File: config.mk
export PLATFORM = sky130hd
export DESIGN_NAME = kgp_ctrl_fsm_flat
export DESIGN_NICKNAME = d
export VERILOG_FILES = /design/src/rtl/kgp_ctrl_fsm_if.sv /design/src/rtl/kgp_ctrl_fsm.sv /design/src/flat_wrapper.sv
export SDC_FILE = /design/constraint.sdc
export NUM_CORES = 1
export LEC_CHECK = 0
export CORE_MARGIN = 1.5
export CORE_UTILIZATION = 48
export DETAILED_ROUTE_END_ITERATION = 8
export GPL_TIMING_DRIVEN = 0
export PLACE_DENSITY_LB_ADDON = 0.15
export SLEW_MARGIN = 5
export SYNTH_ARGS = -nofsm -noshare
export SYNTH_HDL_FRONTEND = slang
export SYNTH_SLANG_ARGS = --single-unit
export TNS_END_PERCENT = 50
File: constraint.sdc
create_clock -name clk -period 3.8 [get_ports clk]
set_clock_uncertainty 0.1 [all_clocks]
set_input_delay 0.95 -clock clk [delete_from_list [all_inputs] [get_ports clk]]
set_output_delay 0.95 -clock clk [all_outputs]
set_load 0.01 [all_outputs]
File: src/rtl/kgp_ctrl_fsm_if.sv
// rtl/kgp_ctrl_fsm_if.sv - instruction/data memory handshake bundle for kgp_ctrl_fsm
interface kgp_ctrl_fsm_if;
    logic imem_req;
    logic imem_ack;
    logic dmem_req;
    logic dmem_we;
    logic dmem_ack;

    modport master (
        output imem_req,
        output dmem_req,
        output dmem_we,
        input  imem_ack,
        input  dmem_ack
    );

    modport slave (
        input  imem_req,
        input  dmem_req,
        input  dmem_we,
        output imem_ack,
        output dmem_ack
    );
endinterface

File: src/rtl/kgp_ctrl_fsm.sv
// rtl/kgp_ctrl_fsm.sv - KGP_RISC multi-cycle control FSM; optional perf counters under KGP_CTRL_PERF_EN
module kgp_ctrl_fsm #(
    parameter int unsigned MEM_TIMEOUT = 15
) (
    input  logic        clk,
    input  logic        rst,
    input  logic        run,
    input  logic [1:0]  opcode,
    input  logic [3:0]  func,
    input  logic        flag_z,
    input  logic        flag_c,
    input  logic        flag_s,
    kgp_ctrl_fsm_if.master mem,
    output logic        ir_load,
    output logic        alu_en,
    output logic        alu_src,
    output logic        flag_write,
    output logic        reg_write,
    output logic        wb_sel,
    output logic        pc_write,
    output logic [1:0]  pc_src,
    output logic [2:0]  state,
    output logic        instr_done,
    output logic        halted,
    output logic        err
`ifdef KGP_CTRL_PERF_EN
    ,
    output logic [31:0] cycle_count,
    output logic [31:0] instr_count
`endif
);

    typedef enum logic [2:0] {
        IDLE   = 3'd0,
        FETCH  = 3'd1,
        DECODE = 3'd2,
        EXEC   = 3'd3,
        MEM    = 3'd4,
        WB     = 3'd5,
        HALT   = 3'd6
    } state_t;

    // Timeout fires on the cycle the counter would reach MEM_TIMEOUT.
    localparam logic [7:0] TMO_LAST = 8'(MEM_TIMEOUT - 1);

    state_t     state_q;
    state_t     state_next;
    logic [7:0] wait_cnt;
    logic       taken_q;
    logic       err_q;
    logic       set_err;
    logic       cond;
    logic       imem_req_c;
    logic       dmem_req_c;
    logic       dmem_we_c;

    assign state        = state_q;
    assign halted       = (state_q == HALT);
    assign err          = err_q;
    assign mem.imem_req = imem_req_c;
    assign mem.dmem_req = dmem_req_c;
    assign mem.dmem_we  = dmem_we_c;

    always_comb begin
        cond = 1'b0;
        if (!func[3]) begin
            case (func[2:0])
                3'b000:  cond = 1'b1;
                3'b001:  cond = flag_z;
                3'b010:  cond = !flag_z;
                3'b011:  cond = flag_c;
                3'b100:  cond = !flag_c;
                3'b101:  cond = flag_s;
                3'b110:  cond = !flag_s;
                default: cond = 1'b1;
            endcase
        end
    end

    always_ff @(posedge clk) begin
        if (rst) begin
            state_q  <= IDLE;
            wait_cnt <= '0;
            taken_q  <= 1'b0;
            err_q    <= 1'b0;
        end else begin
            state_q <= state_next;
            if (state_next != state_q) begin
                wait_cnt <= '0;
            end else if (state_q == FETCH || state_q == MEM) begin
                wait_cnt <= wait_cnt + 8'd1;
            end
            if (state_q == EXEC) begin
                taken_q <= (opcode == 2'b11) && cond;
            end
            if (set_err) begin
                err_q <= 1'b1;
            end
        end
    end

    always_comb begin
        state_next = state_q;
        set_err    = 1'b0;
        imem_req_c = 1'b0;
        dmem_req_c = 1'b0;
        dmem_we_c  = 1'b0;
        ir_load    = 1'b0;
        alu_en     = 1'b0;
        alu_src    = 1'b0;
        flag_write = 1'b0;
        reg_write  = 1'b0;
        wb_sel     = 1'b0;
        pc_write   = 1'b0;
        pc_src     = 2'b00;
        instr_done = 1'b0;
        case (state_q)
            IDLE: begin
                if (run) state_next = FETCH;
            end
            FETCH: begin
                imem_req_c = 1'b1;
                ir_load    = mem.imem_ack;
                if (mem.imem_ack) begin
                    state_next = DECODE;
                end else if (wait_cnt == TMO_LAST) begin
                    state_next = HALT;
                    set_err    = 1'b1;
                end
            end
            DECODE: begin
                state_next = EXEC;
            end
            EXEC: begin
                alu_en     = 1'b1;
                alu_src    = (opcode != 2'b00);
                flag_write = !opcode[1];
                if (opcode == 2'b10) begin
                    state_next = MEM;
                end else if (opcode == 2'b11 && func == 4'b1111) begin
                    state_next = HALT;
                end else begin
                    state_next = WB;
                end
            end
            MEM: begin
                dmem_req_c = 1'b1;
                dmem_we_c  = func[0];
                if (mem.dmem_ack) begin
                    state_next = WB;
                end else if (wait_cnt == TMO_LAST) begin
                    state_next = HALT;
                    set_err    = 1'b1;
                end
            end
            WB: begin
                pc_write   = 1'b1;
                instr_done = 1'b1;
                reg_write  = !opcode[1] || (opcode == 2'b10 && !func[0]);
                wb_sel     = (opcode == 2'b10) && !func[0];
                if (opcode == 2'b11 && taken_q) begin
                    pc_src = (func == 4'b0111) ? 2'b10 : 2'b01;
                end
                state_next = run ? FETCH : IDLE;
            end
            HALT: begin
                state_next = HALT;
            end
            default: begin
                state_next = HALT;
                set_err    = 1'b1;
            end
        endcase
    end

`ifdef KGP_CTRL_PERF_EN
    always_ff @(posedge clk) begin
        if (rst) begin
            cycle_count <= '0;
            instr_count <= '0;
        end else begin
            if (state_q != IDLE && state_q != HALT) begin
                cycle_count <= cycle_count + 32'd1;
            end
            if (instr_done) begin
                instr_count <= instr_count + 32'd1;
            end
        end
    end
`endif

endmodule

File: src/flat_wrapper.sv
// flat-port wrapper written by rule: the top's interface ports become plain ports
module kgp_ctrl_fsm_flat 
#(
    parameter int unsigned MEM_TIMEOUT = 15
)
  (clk, rst, run, opcode, func, flag_z, flag_c, flag_s, ir_load, alu_en, alu_src, flag_write, reg_write, wb_sel, pc_write, pc_src, state, instr_done, halted, err, mem_imem_req, mem_dmem_req, mem_dmem_we, mem_imem_ack, mem_dmem_ack);
  kgp_ctrl_fsm_if mem_i ();
  input  logic clk;
  input  logic rst;
  input  logic run;
  input  logic [1:0] opcode;
  input  logic [3:0] func;
  input  logic flag_z;
  input  logic flag_c;
  input  logic flag_s;
  output logic ir_load;
  output logic alu_en;
  output logic alu_src;
  output logic flag_write;
  output logic reg_write;
  output logic wb_sel;
  output logic pc_write;
  output logic [1:0] pc_src;
  output logic [2:0] state;
  output logic instr_done;
  output logic halted;
  output logic err;
  output wire logic [$bits(mem_i.imem_req)-1:0] mem_imem_req;
  output wire logic [$bits(mem_i.dmem_req)-1:0] mem_dmem_req;
  output wire logic [$bits(mem_i.dmem_we)-1:0] mem_dmem_we;
  input wire logic [$bits(mem_i.imem_ack)-1:0] mem_imem_ack;
  input wire logic [$bits(mem_i.dmem_ack)-1:0] mem_dmem_ack;
  assign mem_imem_req = mem_i.imem_req;
  assign mem_dmem_req = mem_i.dmem_req;
  assign mem_dmem_we = mem_i.dmem_we;
  assign mem_i.imem_ack = mem_imem_ack;
  assign mem_i.dmem_ack = mem_dmem_ack;
  kgp_ctrl_fsm #(.MEM_TIMEOUT(MEM_TIMEOUT)) u_core (.clk(clk), .rst(rst), .run(run), .opcode(opcode), .func(func), .flag_z(flag_z), .flag_c(flag_c), .flag_s(flag_s), .mem(mem_i), .ir_load(ir_load), .alu_en(alu_en), .alu_src(alu_src), .flag_write(flag_write), .reg_write(reg_write), .wb_sel(wb_sel), .pc_write(pc_write), .pc_src(pc_src), .state(state), .instr_done(instr_done), .halted(halted), .err(err));
endmodule
==> qor.csv <==
stage;metric;value;unit
power;Sw Pwr;97.1;uW
synthesis;Avg Cell Area, Syn;8.20;um2
power;peak supply drop;0.000211;V
critical_path;cell mode on critical path;clkdlybuf4s50_1;
status;status;completed;
floorplan;die height;47.1;um
placed_design;HPWL Detailed;1730;um
critical_path;delay-heaviest family, CP;buffers and inverters;
sta;RSZ-0062 raised after global routing;no;
critical_path;CP max-delay cell;clkdlybuf4s50_1;
clock_network;post-cts gate resize count;0;
sta;post-layout min period;3470;ps
finish;Final Non-Filler Cells;172;
synthesis;post-synthesis xor/xnor area fraction;0.0750;
sta;final setup fails;0;
sta;Pins Over Slew Limit;0;
clock_network;Clock transition at path regs;90;ps
clock_network;CTS buffer count;3;
power;Pleak;0.471;nW
clock_network;clk root buf;clkbuf_4;
power;Clk pwr share;0.270;
floorplan;Initial Utilization;0.524;
synthesis;register area share after synthesis;0.278;
critical_path;CP Cell Sequence;clkdlybuf4s50_1 -> nand4_1 -> nor3_1 -> clkdlybuf4s50_1;
grt;first-pass GRT wire length;3660;um
synthesis;mux contribution to synthesized area;0.0335;
grt;vias in the first global route;840;
placed_design;gpl congestion;0.810;
synthesis;Compound-Gate Fraction of Synth Area;0.174;
detailed_routing;WL/cell;13.2;um
detailed_routing;antenna violation net count after detailed routing;0;
synthesis;net count after synthesis;130;
min_path;Hold Crit Class;flop to flop;
detailed_routing;DRT iter0 DRCs;19;
critical_path;Worst Path Max Fanout;7;
power;P_int;225;uW
clock_network;Sink Count;13;
finish;layout cells sized above 1;0.116;
floorplan;Core Area;1780;um2
detailed_routing;DRC viols;0;
detailed_routing;1st-pass router iterations;4;
grt;grt ovf;0;
floorplan;IO Count;32;
placed_design;buffers added on ports;29;
placed_design;placed insts;168;
synthesis;Synth Register Bits;13;
critical_path;crit end category;output pin;
sta;Setup Total Neg Slack;0;ps
synthesis;yosys warns;0;
synthesis;Mapped Area;935;um2
critical_path;Req. time, crit path;2750;ps
finish;P&R area growth vs syn;37.2;%
sta;Max Fclk;0.288;GHz
critical_path;Buf/Inv on CP;2;
critical_path;Worst path max stage delay;580;ps
finish;most common cell after layout, fill and taps aside;clkdlybuf4s50_1;
synthesis;fraction of the mapped netlist area in adder cells;0.0268;
power;switching part of the total;0.301;
clock_network;post-CTS setup buffers;0;
critical_path;Arr. time, crit path;2420;ps
floorplan;die area;2220;um2
sta;Rel. slew slack;0.722;
detailed_routing;DRT Wirelength;2270;um
critical_path;Setup crit start kind;input port;
job;Max-Cap Viols;0;
clock_network;clock latency on the worst-skew pair;280;ps
finish;Ant. Diodes;0;
finish;fin nets;164;
clock_network;H-tree levels;1;
sta;measured slew at the worst slew-check pin;416;ps
detailed_routing;vias per cell;5.44;
floorplan;num rows;15;
finish;commonest cells after routing, fill and taps aside;clkdlybuf4s50_1 (29), nor2_1 (20), dfxtp_1 (13);
detailed_routing;via count;935;
grt;GRT Util Overall;0.228;
power;Seq pwr share;0.450;
synthesis;library cells used by synthesis;43;
clock_network;CTS tree;yes;
critical_path;Setup CP Type;input port to output pin;
power;Combinational Power Share;0.280;
synthesis;largest family of logic cells by synthesized area;simple AND/OR/NAND/NOR gates;
floorplan;Die W;47.1;um
sta;Hold Violations, Final;0;
synthesis;Synth Area in Simple Gates;0.336;
grt;pin count of the biggest net entering global routing;11;
sta;Final period util;0.912;
clock_network;clk buf depth;2;
synthesis;Cells after Synth;114;
grt;antenna violations before repair;0;
power;PwrDens;252;nW/um2
clock_network;cts hold-fix bufs;0;
==> flip-flops by register name (all words and copies together) (netlist names) <==
register	flops
u_core.taken_q	1
u_core.err	1
u_core.wait_cnt	8
u_core.state	3
==> cell usage after synthesis, drive strengths merged <==
master | number | area share
nor2 | 21 | 0.087
dfxtp | 13 | 0.28
inv | 6 | 0.024
nand3 | 6 | 0.032
and3 | 5 | 0.035
buf | 4 | 0.044
nand2 | 4 | 0.016
nor3 | 4 | 0.021
o21ai | 4 | 0.021
xnor2 | 4 | 0.037
xor2 | 4 | 0.037
and2 | 3 | 0.020
nand4 | 3 | 0.020
a311oi | 2 | 0.019
a31oi | 2 | 0.013
clkbuf | 2 | 0.0080
ha | 2 | 0.027
mux2i | 2 | 0.021
nand3b | 2 | 0.016
or3 | 2 | 0.019
or3b | 2 | 0.021
a211o | 1 | 0.011
a211oi | 1 | 0.013
a21o | 1 | 0.0080
a21oi | 1 | 0.0053
a311o | 1 | 0.011
a41oi | 1 | 0.0094
and2b | 1 | 0.0094
mux2 | 1 | 0.012
nand2b | 1 | 0.0067
nand4b | 1 | 0.0094
nor2b | 1 | 0.0067
nor4b | 1 | 0.016
o2111a | 1 | 0.012
o211ai | 1 | 0.023
o21a | 1 | 0.0080
o311a | 1 | 0.011
o41ai | 1 | 0.0094
==> worst paths after layout <==
kind,depth (start not counted),startpoint,slack [ps],to
setup / recovery,4,opcode[0],330,pc_src[1]
hold / removal,2,u_core.err$_SDFFE_PP0P_,380,u_core.err$_SDFFE_PP0P_
setup reg to reg,6,u_core.state[2]$_SDFF_PP0_,1920,u_core.wait_cnt[4]$_SDFFE_PP0P_
hold reg to reg,2,u_core.err$_SDFFE_PP0P_,380,u_core.err$_SDFFE_PP0P_
==> kinds of logic after synthesis <==
kind of cell,count (synthesis)
adder cells (fa/ha/maj),2
buffers and inverters,12
multiplexers,3
flip-flops,13
AO/OA/AOI/OAI,19
XOR/XNOR,8
AND/OR/NAND/NOR,57
==> tightest hold or removal path: stages (launching register included) <==
cell,delay [ps]
dfxtp_1,320
inv_1,50
a31oi_1,70
==> through the flow <==
stage	worst slack [ps]	area [um2]	power [mW]	util	hold slack, ps
final	333	1280	0.323	0.719	382
after global routing	256	1280	0.338	0.719	417
after CTS	327	1280	0.323	0.719	383
after detailed placement	330	1260	0.238	0.705	368
after global placement	344	1260	0.234	0.705	361
after floorplan	1140	935	0.200	-	340
==> final cells by class <==
type | instances | area, um2
Buffer | 6 | 48.8
Clock buffer | 4 | 26.3
Fill cell | 153 | 500
Inverter | 6 | 22.5
Multi-Input combinational cell | 89 | 603
Sequential cell | 13 | 260
Tap cell | 25 | 31.3
Timing Repair Buffer | 29 | 290
==> power by group through the flow <==
| stage | clock [mW] | combinational, mW | sequential (mW) |
|---|---|---|---|
| 3_3_place_gp | 0 | 0.0860 | 0.148 |
| 5_1_grt | 0.0934 | 0.0978 | 0.146 |
| 3_5_place_dp | 0 | 0.0895 | 0.149 |
| 6_report | 0.0871 | 0.0902 | 0.145 |
| 2_1_floorplan | 0 | 0.0516 | 0.149 |
| 4_1_cts | 0.0877 | 0.0901 | 0.145 |
==> per-layer routing <==
layer / routed length (um) / part of all wire / global-route usage
met1: 1030 / 0.46 / 0.283
met2: 1050 / 0.46 / 0.397
met3: 157 / 0.069 / 0.0346
met4: 28 / 0.012 / 0.0833
met5: 0 / 0 / 0
No activity file was read; power rests on OpenSTA's default activity.
